## src/rtl/divider_simple.sv

```systemverilog
// divider_simple: sequential restoring divider, one quotient bit per clock, start/busy/done handshake
package multipler_pkg;
  localparam int DATA_LENGTH = 64;
  localparam int LENGTH = 16;
  typedef enum logic [1:0] {IDLE, INIT, COMPUTE, FINISH} state_t;
  typedef logic [LENGTH-1:0] counter_t;
endpackage

module divider_simple
  import multipler_pkg::*;
(
  input  logic                   clk,
  input  logic                   rst_n,
  input  logic                   start_i,
  input  logic [DATA_LENGTH-1:0] dividend_i,
  input  logic [DATA_LENGTH-1:0] divisor_i,
  output logic                   busy_o,
  output logic                   done_o,
  output logic [DATA_LENGTH-1:0] quotient_o,
  output logic [DATA_LENGTH-1:0] remainder_o,
  output logic                   div_by_zero_o
);
  state_t state;
  counter_t counter;
  logic [DATA_LENGTH-1:0] a, b, rem, quo, den, rem_next, quo_next;
  logic [DATA_LENGTH:0] shifted, trial;
  // one extra bit keeps the carry when den exceeds half the range
  always_comb begin
    shifted = {rem, quo[DATA_LENGTH-1]};
    trial = shifted - {1'b0, den};
    rem_next = trial[DATA_LENGTH] ? shifted[DATA_LENGTH-1:0] : trial[DATA_LENGTH-1:0];
    quo_next = {quo[DATA_LENGTH-2:0], ~trial[DATA_LENGTH]};
  end
  always_ff @(posedge clk) begin
    if (!rst_n) begin
      state <= IDLE;
      counter <= '0;
      busy_o <= 1'b0;
      done_o <= 1'b0;
      div_by_zero_o <= 1'b0;
      quotient_o <= '0;
      remainder_o <= '0;
      a <= '0;
      b <= '0;
      rem <= '0;
      quo <= '0;
      den <= '0;
    end else begin
      done_o <= 1'b0;
      case (state)
        IDLE: if (start_i) begin
          a <= dividend_i;
          b <= divisor_i;
          busy_o <= 1'b1;
          state <= INIT;
        end
        INIT: begin
          rem <= '0;
          quo <= a;
          den <= b;
          counter <= '0;
          quotient_o <= (b == '0) ? '1 : '0;
          remainder_o <= (b == '0) ? a : '0;
          div_by_zero_o <= (b == '0);
          done_o <= (b == '0);
          state <= (b == '0) ? FINISH : COMPUTE;
        end
        COMPUTE: begin
          rem <= rem_next;
          quo <= quo_next;
          counter <= counter + 1'b1;
          if (counter == counter_t'(DATA_LENGTH - 1)) begin
            quotient_o <= quo_next;
            remainder_o <= rem_next;
            done_o <= 1'b1;
            state <= FINISH;
          end
        end
        FINISH: begin
          busy_o <= 1'b0;
          state <= IDLE;
        end
      endcase
    end
  end
endmodule

```

## config.mk

```make
export PLATFORM = sky130hd
export DESIGN_NAME = divider_simple
export DESIGN_NICKNAME = d
export VERILOG_FILES = /design/src/rtl/divider_simple.sv
export SDC_FILE = /design/constraint.sdc
export NUM_CORES = 1
export LEC_CHECK = 0
export CAP_MARGIN = 15
export CORE_MARGIN = 1.5
export CORE_UTILIZATION = 55
export DETAILED_ROUTE_END_ITERATION = 8
export PLACE_DENSITY = 0.85
export SYNTH_ARGS = -nofsm -noshare
export SYNTH_HDL_FRONTEND = slang
export SYNTH_SLANG_ARGS = --single-unit
```

## constraint.sdc

```tcl
create_clock -name clk -period 8.7 [get_ports clk]
set_clock_uncertainty 0.05 [all_clocks]
set_input_delay 1.74 -clock clk [delete_from_list [all_inputs] [get_ports clk]]
set_output_delay 1.74 -clock clk [all_outputs]
set_load 0.01 [all_outputs]
```

==> results of run 1 <==
logic make-up after synthesis:
group	Yosys count	share of synthesized area [%]
buf+inv	288	5.03
xor+xnor	72	2.88
fa+ha+maj	70	3.92
simple gates	851	16.6
flops	469	41.7
mux	118	5.43
compound gates	881	24.5
per-layer routing:
metal	vias to the layer above	GRT usage, %	share of wire (%)
met2	1031	48.5	42
met3	118	6.75	9.8
met5	-	0	0
met4	0	11.3	3.0
met1	9890	46.5	45
li1	9883	-	-
area by class of cell:
class                   count  area (sq um)  share of cell area, %
clock buffers              63          1290                   4.82
clock inverters            21           298                   1.11
inverters                  92           345                   1.28
multi-input cells        1992         12100                   45.1
flip-flops and latches    469          9390                   34.9
well taps                 525           657                   2.44
repair buffers            280          2780                   10.3
power by group:
part           switching, mW  leakage, nW  internal [mW]  total [mW]
clock network          0.873        0.769           1.23        2.10
logic                   4.55         5.74           2.86        7.41
registers              0.404         3.83           2.67        3.07
total                   5.82         10.3           6.76        12.6
layout by cell type, fill, tap and decap left out, types with 46 or more instances in the layout:
cell type	count
a21boi_0	135
clkdlybuf4s50_1	260
mux2i_1	84
inv_1	91
nor2_1	103
o21ai_0	259
a31oi_1	73
nand2_1	522
nor2b_1	70
dfxtp_1	469
a21oi_1	202
clkbuf_16	46
ha_1	66
sequential cells by signal, summed over array words and instances (netlist names):
register and flops:
done_o 1, b 64, a 64, quotient_o 64
counter 16, state 2, busy_o 1, div_by_zero_o 1
remainder_o 64, rem 64, den 64, quo 64
worst max-delay path, delay by kind of cell (launching register included):
family	cells	cell delay [ns]
AND/OR/NAND/NOR	2	0.63
XOR/XNOR	1	0.62
AO/OA/AOI/OAI	6	1.24
multiplexers	1	0.43
flip-flops	1	0.34
adder cells (fa/ha/maj)	1	0.41
buffers and inverters	2	0.71
stage by stage:
| step | total power [mW] | std cells |
|---|---|---|
| final | 12.6 | 3442 |
| after global routing | 13.2 | 3442 |
| after CTS | 12.4 | 3440 |
| after detailed placement | 10.3 | 3356 |
| after global placement | 10.2 | 3356 |
| after floorplan | 8.11 | 2749 |
how the worst max path moves through the flow:
stage / start / endpoint / slack, ns / cells after the start
after floorplan: den[20] / remainder_o[33] / 5.46 / 13
after global placement: rst_n / remainder_o[31] / 3.92 / 5
after detailed placement: rst_n / remainder_o[31] / 3.90 / 5
after CTS: den[27] / remainder_o[19] / 4.10 / 12
after global routing: quo[63] / remainder_o[24] / 3.77 / 14
final: den[14] / remainder_o[19] / 4.08 / 13
==> results.sh, run 1 <==
export IMPL_num_vias=20900
export IMPL_cts_tree="done"
export IMPL_slowest_stage="buf_4"
export IMPL_fill_cells=3286
export IMPL_ctsHoldBuffers=0
export IMPL_critPathArrivalTime_ns=5.04
export IMPL_synth_seq_cells=469
export IMPL_fin_hold_ws_ns=0.438
export IMPL_worstReg2RegStart="den[14]"
export IMPL_power_leakage_nw=10.3
export IMPL_drt_iter0_drc=2120
export IMPL_vias_per_cell=6.08
export IMPL_core_sq_um=40100
export IMPL_synth_common_cells="524 x nand2_1, 469 x dfxtp_1, 259 x o21ai_0"
export IMPL_syn_area_sq_um=22500
export IMPL_grt_usage_pct=32.6
export IMPL_async_reset_ff_share_pct=0
export IMPL_cts_resized=0
export IMPL_yosysMostFrequentCell="nand2_1"
export IMPL_worst_r2r_setup_slack_ns=4.08
export IMPL_ant_nets=0
export IMPL_drt_total_wl_microns=70300
export IMPL_place_ws_ns=3.90
export IMPL_max_freq_ghz=0.216
export IMPL_min_path_cells=2
export IMPL_setup_viol=0
export IMPL_hp_class="reg -> reg"
export IMPL_post_dp_cell_area_sq_um=25300
export IMPL_clk_pin_slew_ns=0.06
export IMPL_syn_num_nets=2950
export IMPL_stdcell_area_sq_um=26900
export IMPL_syn_inst=2749
export IMPL_nets=3082
export IMPL_tightestPinTransition_ns=1.22
export IMPL_clock_sinks=469
export IMPL_grt_pass1_wl_microns=109000
export IMPL_reg2reg_depth=13
export IMPL_gr_total_overflow=0
export IMPL_drive_gt1_share_pct=5.42
export IMPL_status="completed"
export IMPL_fin_util_pct=67.0
export IMPL_antenna_found_initial=0
export IMPL_first_global_vias=19500
export IMPL_htreeDepth=2
export IMPL_fp_dieH_microns=205
export IMPL_clock_latency_ns=0.59
export IMPL_end_kind="flop"
export IMPL_synth_avg_cell_area_sq_um=8.19
export IMPL_cpPeakStageDelay_ns=0.66
export IMPL_rsz0062_at_grt="false"
export IMPL_synth_area_leaders="dfxtp_1 42%, nand2_1 8.7%, o21ai_0 5.8%"
export IMPL_root_buffer="clkbuf_16"
export IMPL_ys_seq_area_share_pct=41.7
export IMPL_dieArea_sq_um=42200
export IMPL_yosys_warnings=0
export IMPL_cts_setup_buffers=0
export IMPL_finalSetupTns_ns=0
export IMPL_period_share_pct=53.1
export IMPL_ioPinCount=262
export IMPL_globalplace_congestion=0.935
export IMPL_holdPathEnd="b[62]"
export IMPL_regToRegEndpoint="remainder_o[19]"
export IMPL_start_util_pct=56.2
export IMPL_critical_path_class="reg -> reg"
export IMPL_syn_to_final_growth_pct=19.3
export IMPL_num_antenna_cells=0
export IMPL_clockBufferDepth=3
export IMPL_critPathLaunchType="flop"
export IMPL_power_density_nw_per_um2=468
export IMPL_slew_headroom_pct=16.4
export IMPL_dpl_hpwl_microns=49900
export IMPL_synth_flop_cell="dfxtp_1"
export IMPL_crit_path_max_fanout=46
export IMPL_hold_start="b[62]"
export IMPL_wire_per_inst_microns=20.4
export IMPL_synth_edf_count=0
export IMPL_drt_drc_violations_left=0
export IMPL_num_rows=73
export IMPL_fin_ws_ns=4.08
export IMPL_crit_chain="inv_1 -> ha_1 -> o21a_1 -> o22ai_1 -> or4_4 -> a32oi_2 -> o21ai_2 -> o21ai_4 -> xor2_4 -> buf_4 -> mux2_2 -> a221oi_1 -> nor2_1"
export IMPL_cap_violations=0
export IMPL_synth_area_leader_cell="dfxtp_1"
export IMPL_drv_slew=0
export IMPL_grt_start_max_net_pins=179
export IMPL_dr_pass1_iters=6
export IMPL_cp_data_required_time_ns=9.11
export IMPL_synth_distinct_cells=76
export IMPL_port_buffers=261
export IMPL_peakVddDrop_mv=0.618
export IMPL_hold_violations=0
export IMPL_die_x_microns=205
export IMPL_layout_min_cycle_time_ns=4.62
export IMPL_cts_inserted_buffers=46
export IMPL_synth_top_area_share_pct=41.7
(Power assumes the default switching activity.)
==> run 2, diff against run 1 <==
==> constraint.sdc (replaced) <==
create_clock -name clk -period 4.3 [get_ports clk]
set_clock_uncertainty 0.05 [all_clocks]
set_input_delay 0.86 -clock clk [delete_from_list [all_inputs] [get_ports clk]]
set_output_delay 0.86 -clock clk [all_outputs]
set_load 0.01 [all_outputs]
==> run 2 against run 1 <==
Effect of this change: flip-flop and latch count is the same; critical path depth rose by 1; worst setup slack got worse by 3.6 ns; largest cell class unchanged; cell count increased by 0.15%; via count increased by 1.1%; highest routed layer unchanged; critical endpoint is now remainder_o[49].
==> results.sh, run 2 (synthesis gave the netlist of run 1 again) <==
export IMPL_status="completed"
export IMPL_syn_to_final_growth_pct=19.3
export IMPL_dr_pass1_iters=6
export IMPL_dpl_hpwl_microns=51000
export IMPL_cp_data_required_time_ns=4.72
export IMPL_cap_violations=0
export IMPL_layout_common_cells="522 x nand2_1, 469 x dfxtp_1, 260 x clkdlybuf4s50_1, 259 x o21ai_0, 202 x a21oi_1"
export IMPL_fill_cells=3262
export IMPL_critPathArrivalTime_ns=4.29
export IMPL_combPwrFrac_pct=59.6
export IMPL_end_kind="flop"
export IMPL_ioPinCount=262
export IMPL_drt_iter0_drc=1841
export IMPL_clkPwrFrac_pct=16.0
export IMPL_critPathLaunchType="flop"
export IMPL_top_usage_layer="met2"
export IMPL_num_vias=21200
export IMPL_nets=3089
export IMPL_seq_power_share_pct=24.4
export IMPL_setup_viol=0
export IMPL_fp_dieH_microns=205
export IMPL_grt_usage_pct=33.2
export IMPL_hold_violations=0
export IMPL_drt_drc_violations_left=0
export IMPL_multi_input_area_sq_um=12100
export IMPL_cts_tree="done"
export IMPL_die_x_microns=205
export IMPL_crit_chain="inv_1 -> ha_1 -> fa_1 -> nand2b_1 -> a21o_1 -> a211o_1 -> nand3_1 -> o21ai_2 -> o21ai_4 -> xor2_4 -> buf_12 -> mux2_2 -> a221oi_1 -> nor2_1"
export IMPL_ant_nets=0
export IMPL_first_global_vias=19700
export IMPL_ctsHoldBuffers=0
export IMPL_gr_total_overflow=0
export IMPL_clock_latency_ns=0.60
export IMPL_clockBufferDepth=3
export IMPL_switching_share_pct=46.3
export IMPL_drt_total_wl_microns=71600
export IMPL_grt_pass1_wl_microns=110000
export IMPL_drv_slew=0
export IMPL_slew_headroom_pct=24.4
export IMPL_period_share_pct=90.0
export IMPL_num_antenna_cells=0
export IMPL_seqCellArea_sq_um=9390
export IMPL_critical_path_class="reg -> reg"
export IMPL_place_ws_ns=0.521
export IMPL_drive_gt1_share_pct=5.58
export IMPL_core_sq_um=40100
export IMPL_post_dp_cell_area_sq_um=25400
export IMPL_tightestPinTransition_ns=1.13
export IMPL_power_leakage_nw=10.3
export IMPL_cts_resized=0
export IMPL_finalSetupTns_ns=0
export IMPL_root_buffer="clkbuf_16"
export IMPL_met1_usage_pct=48.1
export IMPL_antenna_found_initial=0
export IMPL_cpPeakStageDelay_ns=0.41
export IMPL_rsz0062_at_grt="false"
export IMPL_slowest_stage="mux2_2"
export IMPL_cts_inserted_buffers=47
export IMPL_fin_util_pct=67.0
export IMPL_met2_usage_pct=49.8
export IMPL_peakVddDrop_mv=1.81
export IMPL_wire_per_inst_microns=20.8
export IMPL_grt_start_max_net_pins=125
export IMPL_globalplace_congestion=0.994
export IMPL_max_freq_ghz=0.258
export IMPL_stdcell_area_sq_um=26900
export IMPL_hp_class="reg -> reg"
export IMPL_clock_sinks=469
export IMPL_power_density_nw_per_um2=950
export IMPL_use_met3_pct=5.29
export IMPL_start_util_pct=56.2
export IMPL_clk_pin_slew_ns=0.07
export IMPL_num_rows=73
export IMPL_fin_hold_ws_ns=0.436
export IMPL_cts_setup_buffers=0
export IMPL_internal_power_mw=13.7
export IMPL_port_buffers=261
export IMPL_dieArea_sq_um=42200
export IMPL_crit_path_max_fanout=68
export IMPL_switching_power_mw=11.8
export IMPL_vias_per_cell=6.14
export IMPL_fin_ws_ns=0.430
export IMPL_htreeDepth=2
export IMPL_layout_min_cycle_time_ns=3.87
export IMPL_final_common_cell="nand2_1"
==> run 2: cell count changes in the layout (fill, tap and decap cells not counted), moves of 2 or more <==
cell | before | now
clkbuf_8 | 9 | 7
clkinv_2 | 7 | 10
buf_4 | 18 | 20
clkinvlp_4 | 5 | 3
bufinv_16 | 6 | 3
buf_12 | 0 | 5
==> run 2: cell type report <==
cell class              count  area share [%]
clock buffers              62            4.81
well taps                 525            2.44
clock inverters            21           0.824
multi-input cells        1992            45.0
repair buffers            286            10.7
inverters                  92            1.28
flip-flops and latches    469            34.9
==> run 2: worst paths after layout <==
| kind | cells after the start | to | slack, ns | startpoint |
|---|---|---|---|---|
| setup / recovery | 14 | remainder_o[49] | 0.43 | quo[63] |
| hold / removal | 2 | b[45] | 0.44 | b[45] |
| setup reg to reg | 14 | remainder_o[49] | 0.43 | quo[63] |
| hold reg to reg | 2 | b[45] | 0.44 | b[45] |
==> run 2: critical path: cells and delay by family (launching register included) <==
| family | cells | cell delay (ns) |
|---|---|---|
| and+or+nand+nor | 3 | 0.45 |
| adders and majority gates | 2 | 0.62 |
| xor gates and xnor gates | 1 | 0.19 |
| muxes | 1 | 0.41 |
| DFF | 1 | 0.37 |
| AOI/OAI and AO/OA | 5 | 1.20 |
| buffers and inverters | 2 | 0.42 |
==> run 2: per-stage QoR <==
step / instances / power, mW
final: 3447 / 25.5
after global routing: 3447 / 26.9
after CTS: 3447 / 25.2
after detailed placement: 3364 / 21.0
after global placement: 3364 / 20.8
after floorplan: 2749 / 16.4
==> run 2: layer usage <==
layer,vias to the layer above,part of all wire [%],wire length (microns)
li1,9907,-,-
met1,10000,44,31300
met2,1084,43,30800
met3,131,10,7160
met4,0,3.2,2300
met5,-,0,0
==> run 2: power groups by stage <==
stage          combinational (mW)  sequential, mW  clock [mW]
2_1_floorplan                10.2            6.19           0
3_3_place_gp                 14.5            6.24           0
3_5_place_dp                 14.8            6.27           0
4_1_cts                      14.9            6.19        4.11
5_1_grt                      16.3            6.31        4.28
6_report                     15.2            6.23        4.08
